## config.mk

```make
export PLATFORM = sky130hd
export DESIGN_NAME = fetch_stage
export DESIGN_NICKNAME = d
export VERILOG_FILES = /design/src/rtl/fetch_stage.sv
export SDC_FILE = /design/constraint.sdc
export NUM_CORES = 1
export LEC_CHECK = 0
export BUFFER_PORTS_ARGS = -buffer_cell sky130_fd_sc_hd__buf_2
export CAP_MARGIN = 20
export CORE_MARGIN = 8
export CORE_UTILIZATION = 50
export CTS_CLUSTER_SIZE = 14
export DETAILED_ROUTE_END_ITERATION = 16
export PLACE_DENSITY = 0.78
export SYNTH_ARGS = -nofsm -noshare
export SYNTH_HDL_FRONTEND = slang
export SYNTH_SLANG_ARGS = --single-unit
```

## constraint.sdc

```tcl
create_clock -name clk -period 4.16 [get_ports clk]
set_clock_uncertainty 0.05 [all_clocks]
set_input_delay 0.832 -clock clk [delete_from_list [all_inputs] [get_ports clk]]
set_output_delay 0.832 -clock clk [all_outputs]
set_load 0.05 [all_outputs]
```

## src/rtl/fetch_stage.sv

```systemverilog
// Instruction fetch stage: PC register, instruction-memory read port and IF/ID
// pipeline register, with a BOOT/FETCH/HALT control FSM that stops on BREAK_WORD.
module fetch_stage #(
  parameter logic [31:0] RESET_PC   = 32'h0040_0000,
  parameter logic [31:0] BREAK_WORD = 32'h0000_000D
) (
  input  logic        clk,
  input  logic        rst_n,
  input  logic        stall,
  input  logic        redirect,
  input  logic [31:0] redirect_pc,
  input  logic [31:0] imem_data,
  output logic        imem_rena,
  output logic [10:0] imem_addr,
  output logic [31:0] id_instr,
  output logic [31:0] id_pc,
  output logic [31:0] id_npc,
  output logic        id_valid,
  output logic        halted
);

  localparam int unsigned PC_W   = 32;
  localparam int unsigned WORD_W = PC_W - 2;
  localparam int unsigned ADDR_W = 11;

  typedef enum logic [1:0] {
    BOOT  = 2'd0,
    FETCH = 2'd1,
    HALT  = 2'd2
  } state_t;

  state_t              state;
  // Only the word part of the PC is stored, so its byte offset is always 00.
  logic [WORD_W-1:0]   pc_word;
  logic [WORD_W-1:0]   pc_word_inc;
  logic [PC_W-1:0]     pc;
  logic [PC_W-1:0]     pc_inc;
  logic                unused_redirect_offset;

  assign pc_word_inc = pc_word + WORD_W'(1);
  assign pc          = {pc_word, 2'b00};
  assign pc_inc      = {pc_word_inc, 2'b00};

  assign imem_addr = pc_word[ADDR_W-1:0];
  // Read enable is qualified by the live stall so a held cycle issues no access.
  assign imem_rena = (state == FETCH) && !stall;

  assign unused_redirect_offset = ^redirect_pc[1:0];

  // Control FSM together with the PC and IF/ID registers it steers.
  always_ff @(posedge clk or negedge rst_n) begin
    if (!rst_n) begin
      state    <= BOOT;
      pc_word  <= RESET_PC[PC_W-1:2];
      id_instr <= '0;
      id_pc    <= '0;
      id_npc   <= '0;
      id_valid <= 1'b0;
      halted   <= 1'b0;
    end else begin
      case (state)
        BOOT: begin
          state <= FETCH;
        end
        FETCH: begin
          if (redirect) begin
            // Redirect wins over stall and over a BREAK_WORD in flight.
            pc_word  <= redirect_pc[PC_W-1:2];
            id_instr <= '0;
            id_valid <= 1'b0;
          end else if (!stall) begin
            id_instr <= imem_data;
            id_pc    <= pc;
            id_npc   <= pc_inc;
            id_valid <= 1'b1;
            pc_word  <= pc_word_inc;
            if (imem_data == BREAK_WORD) begin
              state  <= HALT;
              halted <= 1'b1;
            end
          end
        end
        HALT: begin
          id_instr <= '0;
          id_valid <= 1'b0;
        end
        default: begin
          state <= BOOT;
        end
      endcase
    end
  end

endmodule
```

==> results of run 1 <==
==> logic make-up after synthesis <==
kind of cell	share of synthesized area (%)
flip-flops	52.8
AND/OR/NAND/NOR	21.2
AO/OA/AOI/OAI	15.1
XOR/XNOR	3.96
other	0.0627
buffers and inverters	5.73
adder cells (fa/ha/maj)	0.209
multiplexers	1.03
==> worst paths after layout <==
path / start / endpoint / slack, ps / cells past startpoint
worst max-delay path: state[1] / imem_rena / 1750 / 3
worst min-delay path: id_pc[19] / id_pc[19] / 420 / 2
worst max register to register: pc_word[7] / pc_word[23] / 1780 / 5
worst min register to register: id_pc[19] / id_pc[19] / 420 / 2
max in group asynchronous: rst_n / id_npc[9] / 2750 / 2
min in group asynchronous: rst_n / id_npc[12] / 440 / 1
==> layout by cell type, fill, tap and decap left out, types with 3 or more instances in the layout <==
| cell type | n |
|---|---|
| nand4_2 | 3 |
| o21ai_1 | 12 |
| xor2_1 | 19 |
| and4_1 | 6 |
| a2bb2oi_1 | 4 |
| bufinv_16 | 6 |
| mux2i_1 | 5 |
| a21o_1 | 3 |
| nand4_1 | 6 |
| nand2_1 | 144 |
| nor2b_1 | 3 |
| o22ai_1 | 8 |
| dfrtp_1 | 125 |
| buf_2 | 170 |
| a21oi_1 | 21 |
| buf_4 | 8 |
| a22o_1 | 30 |
| nor2_2 | 3 |
| nor2_1 | 16 |
| o21ai_0 | 35 |
| o311ai_1 | 6 |
| clkbuf_16 | 17 |
| xnor2_1 | 8 |
| and3_1 | 15 |
| nand3_1 | 28 |
| conb_1 | 4 |
| nor4_1 | 8 |
| a31oi_1 | 3 |
| inv_1 | 6 |
| clkbuf_1 | 4 |
| a22oi_1 | 6 |
| or3_1 | 3 |
==> per-layer routing <==
metal | global-route usage [%] | vias to the layer above | wire length, um
met5 | 0 | - | 10
met4 | 8.81 | 2 | 416
met3 | 7.44 | 41 | 1400
met2 | 33.3 | 226 | 7580
met1 | 25.2 | 2453 | 6750
li1 | - | 2437 | -
==> final cells by class <==
| cell class | count | area (um^2) |
|---|---|---|
| Clock buffer | 22 | 454 |
| Multi-Input combinational cell | 429 | 2510 |
| Clock inverter | 10 | 210 |
| Fill cell | 963 | 4370 |
| Sequential cell | 126 | 3150 |
| Tap cell | 147 | 184 |
| Timing Repair Buffer | 180 | 951 |
| Inverter | 7 | 26.3 |
==> per-stage QoR <==
step	instance area (um^2)	std cells
after global placement	6830	889
after CTS	7490	921
after floorplan	5990	623
final	7490	921
after detailed placement	6830	889
after global routing	7490	921
==> sequential cells by signal (all words and copies together), names as in the netlist <==
name      count
id_valid      1
pc_word      30
state         2
id_npc       30
id_pc        30
halted        1
id_instr     32
==> tightest hold or removal path, cell delays in order, from the launching register on <==
cell and delay (ps):
dfrtp_1 340, nand2_1 50, nand2_1 50
==> power by group <==
part	total [mW]	switching (mW)	internal, mW
logic	1.06	0.807	0.257
clock network	1.67	0.524	1.14
registers	1.55	0.156	1.39
==> results.py, run 1 <==
metrics = {
    "outcome": {
        "status": "completed",
    },
    "timing": {
        "holdWs_ps": 416,
        "fin_tns_setup_ps": 0,
        "max_freq_mhz": 414,
        "fin_ws_ps": 1750,
        "finalSetupViolCount": 0,
        "rsz0062_at_grt": "no",
        "maxSlewHeadroom_pct": 40.2,
        "fin_crit_ps": 2410,
        "hold_violations": 0,
        "tightest_slew_ps": 893,
        "period_share_pct": 58.0,
        "final_max_slew_viol_count": 0,
    },
    "detailed_routing": {
        "routedWlPerCell_um": 17.5,
        "drt_iter0_drc": 336,
        "vias_per_cell": 5.60,
        "dr.pass1.iters": 6,
        "drt_wl_total_um": 16200,
        "num_vias": 5159,
        "ant_nets": 0,
        "drc_errors": 0,
    },
    "global_route": {
        "antenna_found_initial": 1,
        "first_global_vias": 5342,
        "grt_max_degree": 70,
        "grtUsageTotal_pct": 20.9,
        "grt_pass1_wl_um": 26800,
        "grt_overflow": 0,
    },
    "setup_path": {
        "path_cells": "nand2b_1, nor2_1, buf_2",
        "cp-start-kind": "flop",
        "arrival_ps": 1530,
        "path_delay_family": "flip-flops",
        "end_kind": "output pin",
        "critical_path_class": "reg -> out",
        "slowest_delay_ps": 500,
        "required_ps": 3280,
        "path_buf_inv": 1,
        "crit_fanout": 11,
        "crit_slowest_cell": "dfrtp_1",
    },
    "cells_and_area": {
        "area_delta_synth_final_pct": 25.3,
        "final_core_util_pct": 63.2,
        "nets": 830,
        "diodes": 0,
        "drive_gt1_share_pct": 29.6,
    },
    "synthesis": {
        "yosysMostFrequentCell": "nand2_1",
        "synth_cells": 620,
        "yosysTopAreaCell": "dfrtp_1",
        "synth_top_cells_by_count": "nand2_1 (144), dfrtp_1 (125), o21ai_0 (35), a22o_1 (30), nand3_1 (28)",
        "ys_seq_area_share_pct": 52.8,
        "ys_async_sr_fraction_pct": 100,
        "avgSynthCellArea_um2": 9.64,
        "synth_top_area_share_pct": 52.3,
        "yosys_warnings": 0,
        "synth.area.top_cells": "dfrtp_1 (52%), nand2_1 (9.0%), a22o_1 (4.4%)",
        "ys.flop_type": "dfrtp_1",
        "synth_edf_count": 0,
        "ys_types": 53,
        "ys_ff_latch": 126,
        "netlist_area_um2": 5980,
    },
    "pwr": {
        "powerDensity_nw_per_um2": 571,
        "power.total_mw": 4.28,
        "peakVddDrop_v": 0.000221,
        "leakagePower_nw": 3.76,
    },
    "clocking": {
        "htreeDepth": 4,
        "cts_buffer_depth": 2,
        "post_cts_buffers": 0,
        "cts_hold_buffers": 0,
        "cts_tree": "built",
        "cts_resized": 0,
        "clock_latency_ps": 410,
        "numCtsBuffers": 17,
        "clkTransAtPathRegs_ps": 60,
        "clock-root-buffer": "clkbuf_16",
        "clkSinkCount": 126,
    },
    "placement": {
        "hpwl_um": 11400,
        "gp_routability_congestion": 0.815,
        "dpl_worst_slack_ps": 1490,
        "port_buffers": 171,
    },
    "floorplanning": {
        "die_area_um2": 15700,
        "die_y_um": 125,
        "start_util_pct": 50.4,
        "core_area_um2": 11900,
        "die_x_um": 125,
        "ios": 178,
        "rows": 40,
    },
    "hold_path": {
        "hp-class": "reg -> reg",
    },
    "flow_run": {
        "drv_cap": 0,
    },
}
(Power assumes the default switching activity.)
==> inputs of run 2 (changes only) <==
--- a/config.mk
+++ b/config.mk
@@ -8,10 +8,10 @@
 export BUFFER_PORTS_ARGS = -buffer_cell sky130_fd_sc_hd__buf_2
 export CAP_MARGIN = 20
 export CORE_MARGIN = 8
-export CORE_UTILIZATION = 50
+export CORE_UTILIZATION = 47
 export CTS_CLUSTER_SIZE = 14
 export DETAILED_ROUTE_END_ITERATION = 16
-export PLACE_DENSITY = 0.78
+export PLACE_DENSITY = 0.77
 export SYNTH_ARGS = -nofsm -noshare
 export SYNTH_HDL_FRONTEND = slang
 export SYNTH_SLANG_ARGS = --single-unit
==> constraint.sdc (replaced) <==
create_clock -name clk -period 2 [get_ports clk]
set_clock_uncertainty 0.05 [all_clocks]
set_input_delay 0.4 -clock clk [delete_from_list [all_inputs] [get_ports clk]]
set_output_delay 0.4 -clock clk [all_outputs]
set_load 0.05 [all_outputs]
==> run 2 against run 1 <==
Combinational power grew 130%. Critical path type is now reg -> reg. Highest routed layer unchanged. Die area grew 5.6%. Largest power group unchanged. Final area is 3.8% higher. Clock-buffer cell count is the same. First-iteration DRC count up 22%. Flip-flop and latch count did not move. Critical endpoint is now pc_word[22].
==> results.py, run 2 (same netlist as run 1, synthesis figures left out) <==
metrics = {
    "detailed_routing": {
        "routedWlPerCell_um": 17.3,
        "dr.pass1.iters": 5,
        "drt_iter0_drc": 409,
        "drt_wl_total_um": 16900,
        "ant_nets": 0,
        "num_vias": 5353,
        "vias_per_cell": 5.48,
        "drc_errors": 0,
    },
    "setup_path": {
        "slowest_delay_ps": 370,
        "end_kind": "flop",
        "r2r-start": "pc_word[0]",
        "cp-start-kind": "flop",
        "arrival_ps": 2150,
        "startpoint": "pc_word[0]",
        "path_cells": "ha_1, nand4_4, nor4_4, buf_4, nand3_1, or3_1, nand3_1",
        "path_delay_family": "simple AND/OR/NAND/NOR gates",
        "required_ps": 2290,
        "crit_slowest_cell": "dfrtp_1",
        "path_buf_inv": 1,
        "cp_common_cell": "nand3_1",
        "crit_fanout": 4,
        "ff2ff_setup_slack_ps": 150,
        "critical_path_class": "reg -> reg",
    },
    "timing": {
        "fin_ws_ps": 147,
        "finalSetupViolCount": 0,
        "rsz0062_at_grt": "no",
        "fin_crit_ps": 1850,
        "fin_tns_setup_ps": 0,
        "tightest_slew_ps": 583,
        "hold_violations": 0,
        "max_freq_mhz": 540,
        "maxSlewHeadroom_pct": 61.1,
        "period_share_pct": 92.6,
        "final_max_slew_viol_count": 0,
    },
    "cells_and_area": {
        "largest_reg_flops": 32,
        "largest-register": "id_instr",
        "mostFrequentLayoutCells": "buf_2 (170), nand2_1 (144), dfrtp_1 (125)",
        "layout_commonest_cell": "buf_2",
        "fillers": 1057,
        "area_delta_synth_final_pct": 30.1,
        "drive_gt1_share_pct": 32.6,
        "design_area_um2": 7780,
        "nets": 860,
        "diodes": 0,
    },
    "floorplanning": {
        "die_x_um": 129,
        "die_y_um": 129,
        "rows": 41,
        "ios": 178,
        "start_util_pct": 47.8,
        "core_area_um2": 12500,
        "die_area_um2": 16600,
    },
    "clocking": {
        "clock_latency_ps": 410,
        "cts_tree": "built",
        "clkTransAtPathRegs_ps": 60,
        "cts_buffer_depth": 2,
        "numCtsBuffers": 17,
        "clock-root-buffer": "clkbuf_16",
        "clkSinkCount": 126,
        "htreeDepth": 4,
    },
    "flow_run": {
        "drv_cap": 0,
    },
    "pwr": {
        "p_sw_share_pct": 35.4,
        "power_frac_comb_pct": 27.1,
        "power.total_mw": 8.86,
        "leakagePower_nw": 3.91,
        "peakVddDrop_v": 0.000624,
        "switchingPower_mw": 3.14,
        "powerDensity_nw_per_um2": 1140,
        "intPower_mw": 5.73,
        "clkPwrFrac_pct": 37.3,
        "pwr-share-seq_pct": 35.6,
    },
    "placement": {
        "port_buffers": 171,
        "hpwl_um": 12100,
        "place_area_um2": 7070,
        "gp_routability_congestion": 0.819,
        "dpl_worst_slack_ps": -123,
    },
    "global_route": {
        "grt_overflow": 0,
        "grtUsageTotal_pct": 20.7,
        "antenna_found_initial": 1,
        "grt_pass1_wl_um": 27200,
        "grt_max_degree": 44,
        "first_global_vias": 5438,
    },
    "hold_path": {
        "hp-class": "in -> reg",
        "min_from": "imem_data[15]",
    },
    "outcome": {
        "status": "completed",
    },
}
## run 2: changes by cell type in the layout (fill, tap and decap cells not counted), moves of 2 or more
cell	previous run	this run
clkinv_2	1	3
bufinv_16	6	4
buf_4	8	34
buf_12	2	4
clkbuf_1	4	1
clkbuf_8	1	4
## run 2: per-stage QoR
stage | util (%) | hold WS [ps] | cells
6_report | 62.1 | 175 | 976
5_1_grt | 62.1 | 163 | 976
3_3_place_gp | 56.5 | 331 | 939
4_1_cts | 61.7 | 158 | 972
3_5_place_dp | 56.5 | 333 | 939
2_1_floorplan | - | 54.4 | 623
## run 2: layer usage
metal  share of wire (%)  track usage [%]
met5               0.047                0
met4                 1.2             7.05
met3                  10             7.57
met2                  47             33.0
met1                  42             25.3
## run 2: layout make-up
class | instances | area, um^2 | area share [%]
inverters | 7 | 26.3 | 0.338
clock buffers | 22 | 484 | 6.23
multi-input cells | 429 | 2530 | 32.5
clock inverters | 10 | 159 | 2.04
repair buffers | 210 | 1210 | 15.6
flip-flops and latches | 126 | 3150 | 40.6
well taps | 172 | 215 | 2.77
## run 2: worst register-to-register path: cells and delay by family (launching register included)
kind,cells,cell delay (ps)
buffers and inverters,1,180
flip-flops,1,370
AND/OR/NAND/NOR,5,970
adder cells (fa/ha/maj),1,230
## run 2: power by group through the flow
stage               combinational, mW  clock, mW  sequential [mW]
finish                           2.40       3.31             3.15
global route                     2.56       3.46             3.20
floorplan                       0.783          0             4.11
detailed placement               2.41          0             3.18
CTS                              2.41       3.36             3.15
global placement                 2.36          0             3.17
## run 2: final timing paths
kind,depth (start not counted),to
worst max-delay path,7,pc_word[22]
worst min-delay path,2,id_instr[15]
worst max register to register,7,pc_word[22]
worst min register to register,2,id_pc[18]
max in group asynchronous,3,pc_word[20]
min in group asynchronous,2,id_npc[9]
## run 2: timing repair
action,4_1_cts,5_1_grt
gates resized for setup,0,3
buffers inserted,0,3
endpoints found under the hold margin,30,0
endpoints found under the setup margin,0,9
hold buffers,1,0
